--- src/rtl/hazard_ctrl.sv ---
// +----------------------------------------------------------------------------+
// | hazard_ctrl : ID-stage hazard, divider-hold and flush controller with      |
// |               saturating stall/flush performance counters.                 |
// | Revision    : 1.0                                                          |
// +----------------------------------------------------------------------------+
`default_nettype none
`timescale 1ns/1ps

module hazard_ctrl #(
  parameter int DIV_CYCLES = 4,
  parameter int CNT_W      = 16
) (
  input  logic             clk,
  input  logic             rst,
  input  logic             id_valid,
  input  logic [4:0]       id_rs,
  input  logic [4:0]       id_rt,
  input  logic             id_uses_rt,
  input  logic             id_is_branch,
  input  logic             id_is_div,
  input  logic             id_pcsrc,
  input  logic             ex_regwrite,
  input  logic             ex_memread,
  input  logic [4:0]       ex_writereg,
  input  logic             mem_regwrite,
  input  logic             mem_memread,
  input  logic [4:0]       mem_writereg,
  output logic             pc_stall,
  output logic             ifid_stall,
  output logic             idex_bubble,
  output logic             idex_hold,
  output logic             exmem_bubble,
  output logic             ifid_flush,
  output logic             div_busy,
  output logic [CNT_W-1:0] stall_cnt,
  output logic [CNT_W-1:0] flush_cnt
);

  localparam logic       RUN      = 1'b0;
  localparam logic       DIV_BUSY = 1'b1;
  localparam logic [3:0] DIV_INIT = 4'(DIV_CYCLES - 1);

  logic             state_q, state_d;
  logic [3:0]       cnt_q, cnt_d;
  logic [CNT_W-1:0] stall_cnt_q, stall_cnt_d;
  logic [CNT_W-1:0] flush_cnt_q, flush_cnt_d;

  logic ex_rs_hit, ex_rt_hit, mem_rs_hit, mem_rt_hit;
  logic h_lu, h_br, haz;
  logic stall_w, hold_w, bubble_w, flush_w;

  always_comb begin
    ex_rs_hit  = ex_regwrite  && (ex_writereg  != 5'd0) && (ex_writereg  == id_rs);
    ex_rt_hit  = ex_regwrite  && (ex_writereg  != 5'd0) && (ex_writereg  == id_rt);
    mem_rs_hit = mem_regwrite && (mem_writereg != 5'd0) && (mem_writereg == id_rs);
    mem_rt_hit = mem_regwrite && (mem_writereg != 5'd0) && (mem_writereg == id_rt);

    h_lu = ex_memread && (ex_rs_hit || (id_uses_rt && ex_rt_hit));
    // Branches resolve in ID, so even an ALU result still in EX is too late.
    h_br = id_is_branch && (ex_rs_hit || ex_rt_hit ||
                            (mem_memread && (mem_rs_hit || mem_rt_hit)));
    haz  = id_valid && (h_lu || h_br);

    state_d  = state_q;
    cnt_d    = cnt_q;
    stall_w  = 1'b0;
    hold_w   = 1'b0;
    bubble_w = 1'b0;
    flush_w  = 1'b0;

    if (state_q == DIV_BUSY) begin
      stall_w = 1'b1;
      hold_w  = 1'b1;
      cnt_d   = cnt_q - 4'd1;
      if (cnt_q == 4'd1) begin
        state_d = RUN;
      end
    end else begin
      stall_w  = haz;
      bubble_w = haz;
      flush_w  = id_pcsrc && !haz;
      if (id_valid && id_is_div && !haz) begin
        state_d = DIV_BUSY;
        cnt_d   = DIV_INIT;
      end
    end

    stall_cnt_d = stall_cnt_q;
    flush_cnt_d = flush_cnt_q;
    if (stall_w && !(&stall_cnt_q)) begin
      stall_cnt_d = stall_cnt_q + CNT_W'(1);
    end
    if (flush_w && !(&flush_cnt_q)) begin
      flush_cnt_d = flush_cnt_q + CNT_W'(1);
    end
  end

  always_ff @(posedge clk or posedge rst) begin
    if (rst) begin
      state_q     <= RUN;
      cnt_q       <= 4'd0;
      stall_cnt_q <= '0;
      flush_cnt_q <= '0;
    end else begin
      state_q     <= state_d;
      cnt_q       <= cnt_d;
      stall_cnt_q <= stall_cnt_d;
      flush_cnt_q <= flush_cnt_d;
    end
  end

  // Gate with rst so every output drops the instant reset is asserted.
  assign pc_stall     = !rst && stall_w;
  assign ifid_stall   = !rst && stall_w;
  assign idex_bubble  = !rst && bubble_w;
  assign idex_hold    = !rst && hold_w;
  assign exmem_bubble = !rst && hold_w;
  assign ifid_flush   = !rst && flush_w;
  assign div_busy     = !rst && (state_q == DIV_BUSY);
  assign stall_cnt    = stall_cnt_q;
  assign flush_cnt    = flush_cnt_q;

endmodule

`default_nettype wire
--- config.mk ---
export PLATFORM = sky130hd
export DESIGN_NAME = hazard_ctrl
export DESIGN_NICKNAME = d
export VERILOG_FILES = /design/src/rtl/hazard_ctrl.sv
export SDC_FILE = /design/constraint.sdc
export NUM_CORES = 1
export LEC_CHECK = 0
export ABC_CLOCK_PERIOD_IN_PS = 5400
export BUFFER_PORTS_ARGS = -buffer_cell sky130_fd_sc_hd__buf_2
export CAP_MARGIN = 10
export CORE_MARGIN = 5
export CORE_UTILIZATION = 40
export DETAILED_ROUTE_END_ITERATION = 12
export GPL_ROUTABILITY_DRIVEN = 1
export PLACE_DENSITY = 0.66
export SYNTH_ARGS = -nofsm -noshare
export SYNTH_HDL_FRONTEND = slang
export SYNTH_SLANG_ARGS = --single-unit
--- constraint.sdc ---
create_clock -name clk -period 5.4 [get_ports clk]
set_clock_uncertainty 0.2 [all_clocks]
set_input_delay 0.54 -clock clk [delete_from_list [all_inputs] [get_ports clk]]
set_output_delay 0.54 -clock clk [all_outputs]
set_load 0.03 [all_outputs]
Word level (Yosys, flattened, before mapping)
Index checks and enable logic that the tools add are counted.
{"block": "totals", "output_inout_bits": 39, "wordCells": 56, "inputBits": 31, "ff_bits": 37}
{"block": "classes", "n_eq_ne": 5, "muxes": 9, "n_reduce_logical": 35, "n_addsub": 3}
{"op": "adder 16 x 1 -> 16 bit (second input constant)", "count": 2}
{"op": "AND reduction 16 bit", "count": 2}
{"op": "logical AND 1 bit", "count": 21}
{"op": "== test 5 bit", "count": 4}
{"op": "nonzero test 5 bit", "count": 2}
{"op": "2-to-1 mux 4 bit", "count": 2}
{"op": "2-to-1 mux 1 bit", "count": 7}
{"op": "logical OR 1 bit", "count": 5}
{"op": "== test 4 x 1 -> 1 bit (second input constant)", "count": 1}
{"op": "logical NOT 1 bit", "count": 4}
{"op": "subtractor 4 x 1 -> 4 bit (second input constant)", "count": 1}
{"op": "nonzero test 2 bit", "count": 1}

Logic depth before layout (Yosys ltp)
{"block": "depth", "depth_word": 13, "mapped_depth": 10, "depth_no_buf": 8}

Worst setup path before layout
No wires, ideal clock.
{"block": "synth_timing", "kind": "input to output", "start": "input ex_writereg[4]", "end": "output pc_stall", "t_arrival_ps": 2428, "t_required_ps": 4660, "path_buffers": 2, "path_stages": 9, "path_slack_ps": 2232, "cell_sequence": "xnor2_1 nand3_1 nor4_1 nor3_1 a211o_2 and2_1 buf_2 nor2_1 buf_4"}
{"block": "synth_via", "elab_chain_cells": 10, "elab_cells_between_ends": 16, "cone_classes": "eq/ne: 2; mux: 1; reduce/logical: 13"}
{"element": "start: declaration", "line": "24", "rtl": "input logic [4:0] ex_writereg,"}
{"element": "nonzero test 5 bit", "line": "53, 54"}
{"element": "logical AND 1 bit", "line": "53, 54"}
{"element": "logical AND 1 bit (on tied branches)", "line": "54, 53"}
{"element": "logical AND 1 bit or logical OR 1 bit (tied branches)", "line": "58, 60"}
{"element": "logical OR 1 bit (on tied branches)", "line": "58, 60"}
{"element": "logical AND 1 bit (on tied branches)", "line": "58, 60"}
{"element": "logical OR 1 bit *", "line": "62", "rtl": "haz = id_valid && (h_lu || h_br);"}
{"element": "logical AND 1 bit *", "line": "62"}
{"element": "2-to-1 mux 1 bit *", "line": "71", "rtl": "if (state_q == DIV_BUSY) begin"}
{"element": "logical AND 1 bit *"}
{"element": "end: declaration", "line": "28", "rtl": "output logic pc_stall,"}
Mark *: on every way between the ends. The rest lies on a longest branch, timed or not.

Worst setup path after layout
{"block": "layout_timing", "start": "input ex_writereg[1]", "end": "output pc_stall"}
{"block": "layout_via", "elab_chain_cells": 10, "elab_cells_between_ends": 16, "cone_classes": "eq/ne: 2; mux: 1; reduce/logical: 13"}
{"element": "nonzero test 5 bit", "line": "53, 54"}
{"element": "logical AND 1 bit", "line": "53, 54"}
{"element": "logical AND 1 bit (on tied branches)", "line": "54, 53"}
{"element": "logical AND 1 bit or logical OR 1 bit (tied branches)", "line": "58, 60"}
{"element": "logical OR 1 bit (on tied branches)", "line": "58, 60"}
{"element": "logical AND 1 bit (on tied branches)", "line": "58, 60"}
{"element": "logical OR 1 bit *", "line": "62"}
{"element": "logical AND 1 bit *", "line": "62"}
{"element": "2-to-1 mux 1 bit *", "line": "71"}
{"element": "logical AND 1 bit *", "line": "113", "rtl": "assign pc_stall = !rst && stall_w;"}
Marked as above.

==> reports/qor.txt <==
sequential area share after synthesis = 0.4423
Buffers on Ports = 69
hold_ws = 0.1182 ns
cell depth of the worst flop-to-flop path = 5
Routed WL = 4.564 mm
FP Rows = 26
Antenna Violating Nets Remaining = 0
Clk pin slew, worst setup/hold paths = 0.07 ns
asr flop ratio synth = 1.000
LEAKAGE = 1.268 nW
Max clock buf depth = 2
vias per inst = 4.958
largest net degree at the start of global routing = 26
layout cells sized above 1 = 0.2887
Chip Width = 82.34 µm
drt initial violations = 69
commonest cells in the netlist = dfrtp_1 (37), xnor2_1 (35), nand3_1 (19)
worst path arrival time = 2.40 ns
first-pass GRT wire length = 7.493 mm
Syn. warnings = 0
Synth Register Bits = 37
# H-tree levels = 2
Synth area leader = dfrtp_1
max-slew violations = 0
hold_buf cts = 0
Reg power frac = 0.411
Syn-to-layout area delta = 21.64%
P_int = 0.0005651 W
nets@finish = 320
initial antenna violation count = 0
combinational power share = 0.409
post-CTS setup buffers = 0
clk_lat worst skew = 0.28 ns
most common cell in the synthesized netlist = dfrtp_1
GR Overflow Total = 0
vias in the first global route = 1694
Antenna Cells = 0
post-synth top area share = 0.4423
sw power = 0.0004095 W
Least-Margin Pin Slew = 0.4953 ns
Synth cell types = 30
HPWL Detailed = 3.636 mm
worst rel slew slack = 0.6695
WL/cell = 12.89 µm
gpl congestion = 0.8023
endpoints failing setup = 0
Post-Syn Instances = 217
root buffer cell = clkbuf_8
Worst setup EP type = primary output
CTS Buf Count = 5
syn nets = 252
Hold WC Path Type = input pin to asynchronous set/reset pin
total track usage = 0.1416
Fill cells = 501
die area = 0.006780 mm²
CTS tree = done
Crit Path Max Fanout = 7
Max Cap Viol = 0
Peak VDD IR = 149.6 µV
Resized cells post-CTS = 0
Top FF cell, synth = dfrtp_1
worst path required time = 4.66 ns
Initial Utilization = 0.4098
Tmin final = 3.142 ns
FMAX = 318.3 MHz
worst setup path class = input pin to primary output
DR DRC count = 0
sw frac = 0.4201
core area = 0.005107 mm²
Final Hold Vio Count = 0
final setup TNS = 0 ns
EDFF count, synth = 0
Synth area leaders = dfrtp_1 (44%), xnor2_1 (15%), xor2_1 (4.6%), nand3_1 (4.5%), and3_1 (3.9%)
unrepaired setup endpoints after global routing = false
1st-pass router iterations = 4
Syn Area/Cell = 9.646 µm²
status = finished, final reports clean
mapped cell area = 0.002093 mm²
CP startpoint kind = input pin
Pwr Density = 382.8 mW/mm²
routed via count = 1755
IO Pins = 70
Die Y-Extent = 82.34 µm
fin crit share = 0.5819
CTS Sinks = 37
Clk pwr share = 0.180
## cells by family (layout without fill, tap and decap cells)
kind of cell / after synthesis / after routing / share of synthesized area
XOR/XNOR: 46 / 46 / 0.1925
buffers and inverters: 17 / 84 / 0.04363
AND/OR/NAND/NOR: 90 / 90 / 0.2152
flip-flops: 37 / 37 / 0.4423
adder cells (fa/ha/maj): 4 / 4 / 0.02391
multiplexers: 3 / 3 / 0.01494
AO/OA/AOI/OAI: 20 / 20 / 0.06755
## per-stage QoR
step / cells / worst slack, ns / cell area (µm²) / total power [W] / utilization
floorplan: 217 / 2.232 / 2093 / 0.0007118 / -
CTS: 354 / 2.280 / 2546 / 0.0009884 / 0.4985
finish: 354 / 2.258 / 2546 / 0.0009746 / 0.4985
global route: 354 / 2.110 / 2546 / 0.001046 / 0.4985
global placement: 348 / 2.332 / 2472 / 0.0008055 / 0.4841
detailed placement: 348 / 2.295 / 2472 / 0.0008100 / 0.4841
## cell type report
class,instances,area (µm²),area share
sequential,37,925.9,0.3636
multi-input combinational,163,1076,0.4226
inverter,8,30.03,0.01179
timing repair buffer,70,352.8,0.1386
clock inverter,1,5.005,0.001966
tap,70,87.58,0.03440
clock buffer,5,68.82,0.02703
## placed cells by master, fill, tap and decap left out, types with 2 or more instances in the layout
cell      instances
nand3_1          19
ha_1              4
a31oi_1           7
xor2_1           11
xnor2_1          35
nor2_1           15
inv_1             7
buf_2            69
nand2_1          18
o21ai_0           5
nor3_1            9
dfrtp_1          37
nand4_1           8
and3_1           13
a21oi_1           4
clkbuf_8          5
and3_2            2
and2_1            3
mux2i_1           2
## sequential cells by signal, summed over array words and instances (netlist names)
register / cells
flush_cnt: 16
cnt_q: 4
stall_cnt: 16
state_q: 1
## power groups by stage
stage / sequential (W) / clock, W / combinational [W]
after floorplan: 0.000484 / 0 / 0.000228
after global placement: 0.000406 / 0 / 0.000400
after detailed placement: 0.000405 / 0 / 0.000405
after CTS: 0.000401 / 0.000183 / 0.000405
after global routing: 0.000412 / 0.000191 / 0.000443
final: 0.000401 / 0.000175 / 0.000398
## routing by layer
metal  vias up  share of wire  track usage
met5         -              0            0
met4         0          0.022      0.05814
met3        10          0.072      0.03037
met2        56           0.48       0.2372
met1       817           0.42       0.1761
li1        872              -            -
## final timing paths
| path | startpoint | to | slack [ns] |
|---|---|---|---|
| min | rst | flush_cnt[15] | 0.12 |
| max in group asynchronous | rst | stall_cnt[0] | 4.18 |
| min in group clk | stall_cnt[4] | stall_cnt[4] | 0.28 |
| min reg2reg | stall_cnt[4] | stall_cnt[4] | 0.28 |
| max | ex_writereg[1] | pc_stall | 2.26 |
| max reg2reg | stall_cnt[0] | stall_cnt[1] | 3.10 |
## worst max-delay path, stage by stage
cell and delay (ns):
buf_2 0.12, or4_1 0.50, o21ai_0 0.25, nor4_1 0.08, nor3_1 0.15, a211o_2 0.21, and2_1 0.29, nor2_1 0.08
buf_2 0.18
(Power assumes the default switching activity.)
